==> src/rtl/game_pkg.sv <==
// Shared definitions for the game sequencer: FSM state encoding and BCD score geometry.
package game_pkg;

  typedef enum logic [1:0] {
    ST_IDLE = 2'd0,
    ST_RUN  = 2'd1,
    ST_DEAD = 2'd2,
    ST_OVER = 2'd3
  } game_state_e;

  localparam int DIGITS_DEF  = 5;
  localparam int BCD_W       = 4;
  localparam int HOLDOFF_DEF = 30;

endpackage

==> src/rtl/bcd_serial_cmp.sv <==
// Serial BCD magnitude compare, most significant digit first, one digit per clock.
// Only instantiated when HISCORE_EN is defined.
module bcd_serial_cmp
  import game_pkg::*;
#(
  parameter int DIGITS = DIGITS_DEF
) (
  input  logic                  clk,
  input  logic                  rst_n,
  input  logic                  start,
  input  logic [BCD_W*DIGITS-1:0] a,
  input  logic [BCD_W*DIGITS-1:0] b,
  output logic                  busy,
  output logic                  done,
  output logic                  gt
);

  localparam int W  = BCD_W * DIGITS;
  localparam int IW = (DIGITS > 1) ? $clog2(DIGITS) : 1;

  logic [W-1:0]     a_q;
  logic [W-1:0]     b_q;
  logic [IW-1:0]    idx;
  logic             running;
  logic             decided;
  logic [BCD_W-1:0] dig_a;
  logic [BCD_W-1:0] dig_b;

  always_comb begin
    dig_a = '0;
    dig_b = '0;
    for (int d = 0; d < DIGITS; d++) begin
      if (idx == IW'(d)) begin
        dig_a = a_q[d*BCD_W +: BCD_W];
        dig_b = b_q[d*BCD_W +: BCD_W];
      end
    end
  end

  // First unequal digit decides; reaching digit 0 with all equal means "not greater".
  assign busy = running & ~decided;
  assign done = busy & ((dig_a != dig_b) | (idx == '0));
  assign gt   = done & (dig_a > dig_b);

  always_ff @(posedge clk) begin
    if (!rst_n) begin
      a_q     <= '0;
      b_q     <= '0;
      idx     <= '0;
      running <= 1'b0;
      decided <= 1'b0;
    end else if (start) begin
      a_q     <= a;
      b_q     <= b;
      idx     <= IW'(DIGITS - 1);
      running <= 1'b1;
      decided <= 1'b0;
    end else if (done) begin
      decided <= 1'b1;
    end else if (busy) begin
      idx <= idx - IW'(1);
    end
  end

endmodule

==> src/rtl/game_flow_ctrl.sv <==
// Game sequencer: IDLE/RUN/DEAD/OVER flow, restart holdoff, score-counter control.
// Session high-score tracking is built only when HISCORE_EN is defined.
module game_flow_ctrl
  import game_pkg::*;
#(
  parameter int DIGITS        = DIGITS_DEF,
  parameter int HOLDOFF_TICKS = HOLDOFF_DEF
) (
  input  logic                    clk,
  input  logic                    rst_n,
  input  logic                    game_tick,
  input  logic                    jump,
  input  logic                    collision,
  input  logic [BCD_W*DIGITS-1:0] score,
  output logic                    game_start,
  output logic                    game_frozen,
  output logic [1:0]              state,
  output logic [BCD_W*DIGITS-1:0] hi_score,
  output logic                    new_hi
);

  localparam int         SW       = BCD_W * DIGITS;
  localparam logic [7:0] HOLD_CNT = 8'(HOLDOFF_TICKS);

  game_state_e cur_st;
  game_state_e nxt_st;
  logic        jump_q;
  logic        press;
  logic [7:0]  cnt;
  logic [7:0]  cnt_nxt;
  logic        start_nxt;

  assign press = jump & ~jump_q;
  assign state = cur_st;

  always_comb begin
    nxt_st    = cur_st;
    cnt_nxt   = cnt;
    start_nxt = 1'b0;
    unique case (cur_st)
      ST_IDLE: begin
        if (press) begin
          nxt_st    = ST_RUN;
          start_nxt = 1'b1;
        end
      end
      // Collision takes priority; presses are ignored while running.
      ST_RUN: begin
        if (collision) nxt_st = ST_DEAD;
      end
      ST_DEAD: begin
        if (cnt == HOLD_CNT) begin
          nxt_st  = ST_OVER;
          cnt_nxt = '0;
        end else if (game_tick) begin
          cnt_nxt = cnt + 8'd1;
        end
      end
      ST_OVER: begin
        if (press) begin
          nxt_st    = ST_RUN;
          start_nxt = 1'b1;
          cnt_nxt   = '0;
        end
      end
      default: nxt_st = ST_IDLE;
    endcase
  end

  // Frozen is derived from the next state so it falls in the same cycle RUN is entered.
  always_ff @(posedge clk) begin
    if (!rst_n) begin
      cur_st      <= ST_IDLE;
      jump_q      <= 1'b0;
      cnt         <= '0;
      game_start  <= 1'b0;
      game_frozen <= 1'b1;
    end else begin
      cur_st      <= nxt_st;
      jump_q      <= jump;
      cnt         <= cnt_nxt;
      game_start  <= start_nxt;
      game_frozen <= (nxt_st != ST_RUN);
    end
  end

`ifdef HISCORE_EN
  logic          dead_entry;
  logic [SW-1:0] snap;
  logic [SW-1:0] hi_q;
  logic          new_hi_q;
  logic          unused_cmp_busy;
  logic          cmp_done;
  logic          cmp_gt;

  // Compare starts one cycle into DEAD so the final tick's increment is in the snapshot.
  bcd_serial_cmp #(
    .DIGITS(DIGITS)
  ) u_cmp (
    .clk  (clk),
    .rst_n(rst_n),
    .start(dead_entry),
    .a    (score),
    .b    (hi_q),
    .busy (unused_cmp_busy),
    .done (cmp_done),
    .gt   (cmp_gt)
  );

  always_ff @(posedge clk) begin
    if (!rst_n) begin
      dead_entry <= 1'b0;
      snap       <= '0;
      hi_q       <= '0;
      new_hi_q   <= 1'b0;
    end else begin
      dead_entry <= (cur_st == ST_RUN) && (nxt_st == ST_DEAD);
      if (dead_entry) snap <= score;
      if (cmp_done && cmp_gt) hi_q <= snap;
      if (start_nxt) new_hi_q <= 1'b0;
      else if (cmp_done) new_hi_q <= cmp_gt;
    end
  end

  assign hi_score = hi_q;
  assign new_hi   = new_hi_q;
`else
  logic unused_score;
  assign unused_score = ^score;
  assign hi_score     = '0;
  assign new_hi       = 1'b0;
`endif

endmodule

==> config.mk <==
export PLATFORM = sky130hd
export DESIGN_NAME = game_flow_ctrl
export DESIGN_NICKNAME = d
export VERILOG_FILES = /design/src/rtl/game_pkg.sv /design/src/rtl/bcd_serial_cmp.sv /design/src/rtl/game_flow_ctrl.sv
export SDC_FILE = /design/constraint.sdc
export NUM_CORES = 1
export LEC_CHECK = 0
export ABC_AREA = 0
export CAP_MARGIN = 20
export CORE_MARGIN = 4
export CORE_UTILIZATION = 25
export CTS_CLUSTER_DIAMETER = 120
export DETAILED_ROUTE_END_ITERATION = 8
export HOLD_SLACK_MARGIN = 0.02
export PLACE_DENSITY = 0.62
export SETUP_SLACK_MARGIN = 0.02
export SYNTH_ARGS = -nofsm -noshare
export SYNTH_HDL_FRONTEND = slang
export SYNTH_SLANG_ARGS = --single-unit
==> constraint.sdc <==
create_clock -name clk -period 2.1 [get_ports clk]
set_clock_uncertainty 0.2 [all_clocks]
set_input_delay 0.42 -clock clk [delete_from_list [all_inputs] [get_ports clk]]
set_output_delay 0.42 -clock clk [all_outputs]
set_load 0.005 [all_outputs]
==> metrics <==
initial antenna violation count 0; Core ar. about 3400 µm²; placed cells between 150 and 200; DR vias between 700 and 800; worst skew pair latency ~0.28 ns; fraction of layout cells with a size suffix above 1 roughly 16%; first-pass GRT wire length 2.99 mm; Setup crit start kind flip-flop; chip height approximately 68 µm; DR DRC count 0; Initial Utilization between 20% and 30%; clk buf depth 2; RePlAce Congestion 0.768; min Tclk post-route about 2 ns; sum of negative setup slack 0 ns; CTS sink cnt 13; Post-synth EDFFs 0; reg2reg setup slack 0.15 ns; Final Hold Fails 0; Clock transition at path regs roughly 0.080 ns; Critical Path End Type flip-flop; Die ar. between 4000 and 5000 µm²; Max Cap Violations 0; Ys Warns 0; maximum number of pins on one net before global-route repair 17; final setup violation count 0; Core Util, Final approximately 31%; worst vdd ir around 0.00022 V; period utilisation layout between 90% and 100%; HPWL after DPL between 1 and 1.5 mm; Cells after Synth roughly 110; Ports 50; Die W 68.0 µm; WL/cell 10.6 µm; H-tree depth 1; Max Freq around 510 MHz; worst slew pin tran between 0.6 and 0.7 ns; Total GRT Usage 8.57%; status completed; area of the multi-input gates approximately 550 µm²; Synth cell types 33; #FFs+latches synth 13; worst endpoint data arrival time roughly 2.0 ns; Synth Area in Adders between 6 and 7%; critical-path maximum fanout 12; port bufs 8; mux contribution to synthesized area 0%; Synth Area in Simple Gates around 23%; Initial DRT Pass Iterations 3; FP Rows 21; Setup CP Type flip-flop to flip-flop; Detailed Route Iter0 Violations 21; register area ~260 µm²; XOR/XNOR share of the synthesized area 0%; RSZ-0062 raised after global routing no; CP Data Required Time 2.12 ns; Leak between 0.4 and 0.5 nW; nets between 150 and 200; Post-Layout Cell Count around 170; Max-slew headroom just under 60%; # fillers 379; sequential fraction of the synthesis area 28.9%; vias in the first global route 702; total wire length about 1.8 mm; largest family of logic cells by synthesized area simple AND/OR/NAND/NOR gates; cell area after synthesis about 900 µm²; total grt overflow 0; Synth Area in Compound Gates 20.3%; async set-reset flop share out of synthesis 0%; TritonCTS clock tree yes; Num CTS Buffers 3; Antenna diodes 0; Pwr per Cell Area about 800 nW/µm²; Synth Area per Inst 8.57 µm²; post-CTS setup buffers 0; top_reg_cell synth dfxtp_1; Slew Limit Fails 0; P&R area growth vs syn 18.1%; HP Class flip-flop to flip-flop; via/cell ratio between 4 and 5; Detail Route Antenna Nets 0; Root Driver clkbuf_4
## layout make-up
class | instances | share of cell area, %
Sequential cell | 13 | 24.7
Clock buffer | 4 | 2.47
Tap cell | 46 | 5.42
Timing Repair Buffer | 16 | 14.4
Multi-Input combinational cell | 85 | 51.6
Inverter | 4 | 1.41
## critical path, stage by stage, from the launching register on
cell and delay (ns):
dfxtp_2 0.38, ha_2 0.23, and3b_1 0.19, nor2_1 0.08, buf_12 0.14, or4_1 0.52, a21oi_2 0.14
## stage by stage
| stage | total power (W) | hold WS, ns | setup slack, ns | area (µm²) |
|---|---|---|---|---|
| 6_report | 0.000863 | 0.300 | 0.148 | 1060 |
| 3_3_place_gp | 0.000677 | 0.270 | -0.119 | 1020 |
| 4_1_cts | 0.000856 | 0.298 | 0.0418 | 1040 |
| 3_5_place_dp | 0.000690 | 0.282 | -0.154 | 1020 |
| 5_1_grt | 0.000947 | 0.333 | 0.0347 | 1060 |
| 2_1_floorplan | 0.000550 | 0.257 | 0.222 | 975 |
## cells by family (layout without fill, tap and decap cells)
group,count (synthesis),after routing
flip-flops,13,13
AO/OA/AOI/OAI,28,28
AND/OR/NAND/NOR,31,31
buffers and inverters,27,24
adder cells (fa/ha/maj),5,5
other,1,21
## layer usage
| layer | wire, µm | up-vias | global-route usage [%] |
|---|---|---|---|
| met5 | 0 | - | 0 |
| met2 | 816 | 25 | 14.7 |
| met4 | 31 | 0 | 3.97 |
| li1 | - | 373 | - |
| met1 | 774 | 350 | 8.93 |
| met3 | 164 | 4 | 3.78 |
## state kept, by name, indices dropped and copies added, names as in the netlist
signal,cells
game_frozen,1
game_start,1
state,2
cnt,8
jump_q,1
## synthesized netlist by cell type (3+ instances only)
cell / count / share of area [%]
nand2_1: 4 / 1.7
o31ai_1: 5 / 4.2
nand3_1: 3 / 1.7
buf_4: 21 / 18
o21ai_0: 5 / 2.8
nand2b_1: 3 / 2.1
or4_1: 5 / 4.2
ha_1: 5 / 7.0
a21oi_1: 8 / 4.5
dfxtp_1: 13 / 29
inv_1: 4 / 1.7
## report_power, final
part | internal (W) | switching [W]
Combinational | 0.000200 | 0.000188
Sequential | 0.000287 | 0.0000291
Clock | 0.0000738 | 0.0000861
Total | 0.000561 | 0.000303
## placed cells by master (no fill, tap or decap), types with 2 or more instances in the layout
master           count
a21oi_1              7
a21oi_2              2
and2_1               2
and3_1               2
and4_1               2
buf_4                7
clkbuf_4             3
clkdlybuf4s50_1      8
conb_1              21
dfxtp_1             11
dfxtp_2              2
ha_1                 3
ha_2                 2
inv_1                4
nand2_1              4
nand2b_1             3
nand3_1              3
o21a_1               2
o21ai_0              5
o31ai_1              5
or3_1                2
or4_1                5
## worst paths after layout
kind / start / end / depth (start not counted)
setup / recovery: state[1]$_SDFF_PN0_ / cnt[6]$_SDFFE_PN0P_ / 6
hold / removal: cnt[5]$_SDFFE_PN0P_ / cnt[5]$_SDFFE_PN0P_ / 2
setup reg to reg: state[1]$_SDFF_PN0_ / cnt[6]$_SDFFE_PN0P_ / 6
hold reg to reg: cnt[5]$_SDFFE_PN0P_ / cnt[5]$_SDFFE_PN0P_ / 2
## repair_timing
action / in CTS / in global routing
hold buffers: 0 / 0
endpoints found under the setup margin: 0 / 6
resized for setup: 0 / 7
hold endpoints to repair: 0 / 0
Power figures use the tool's default switching activity.
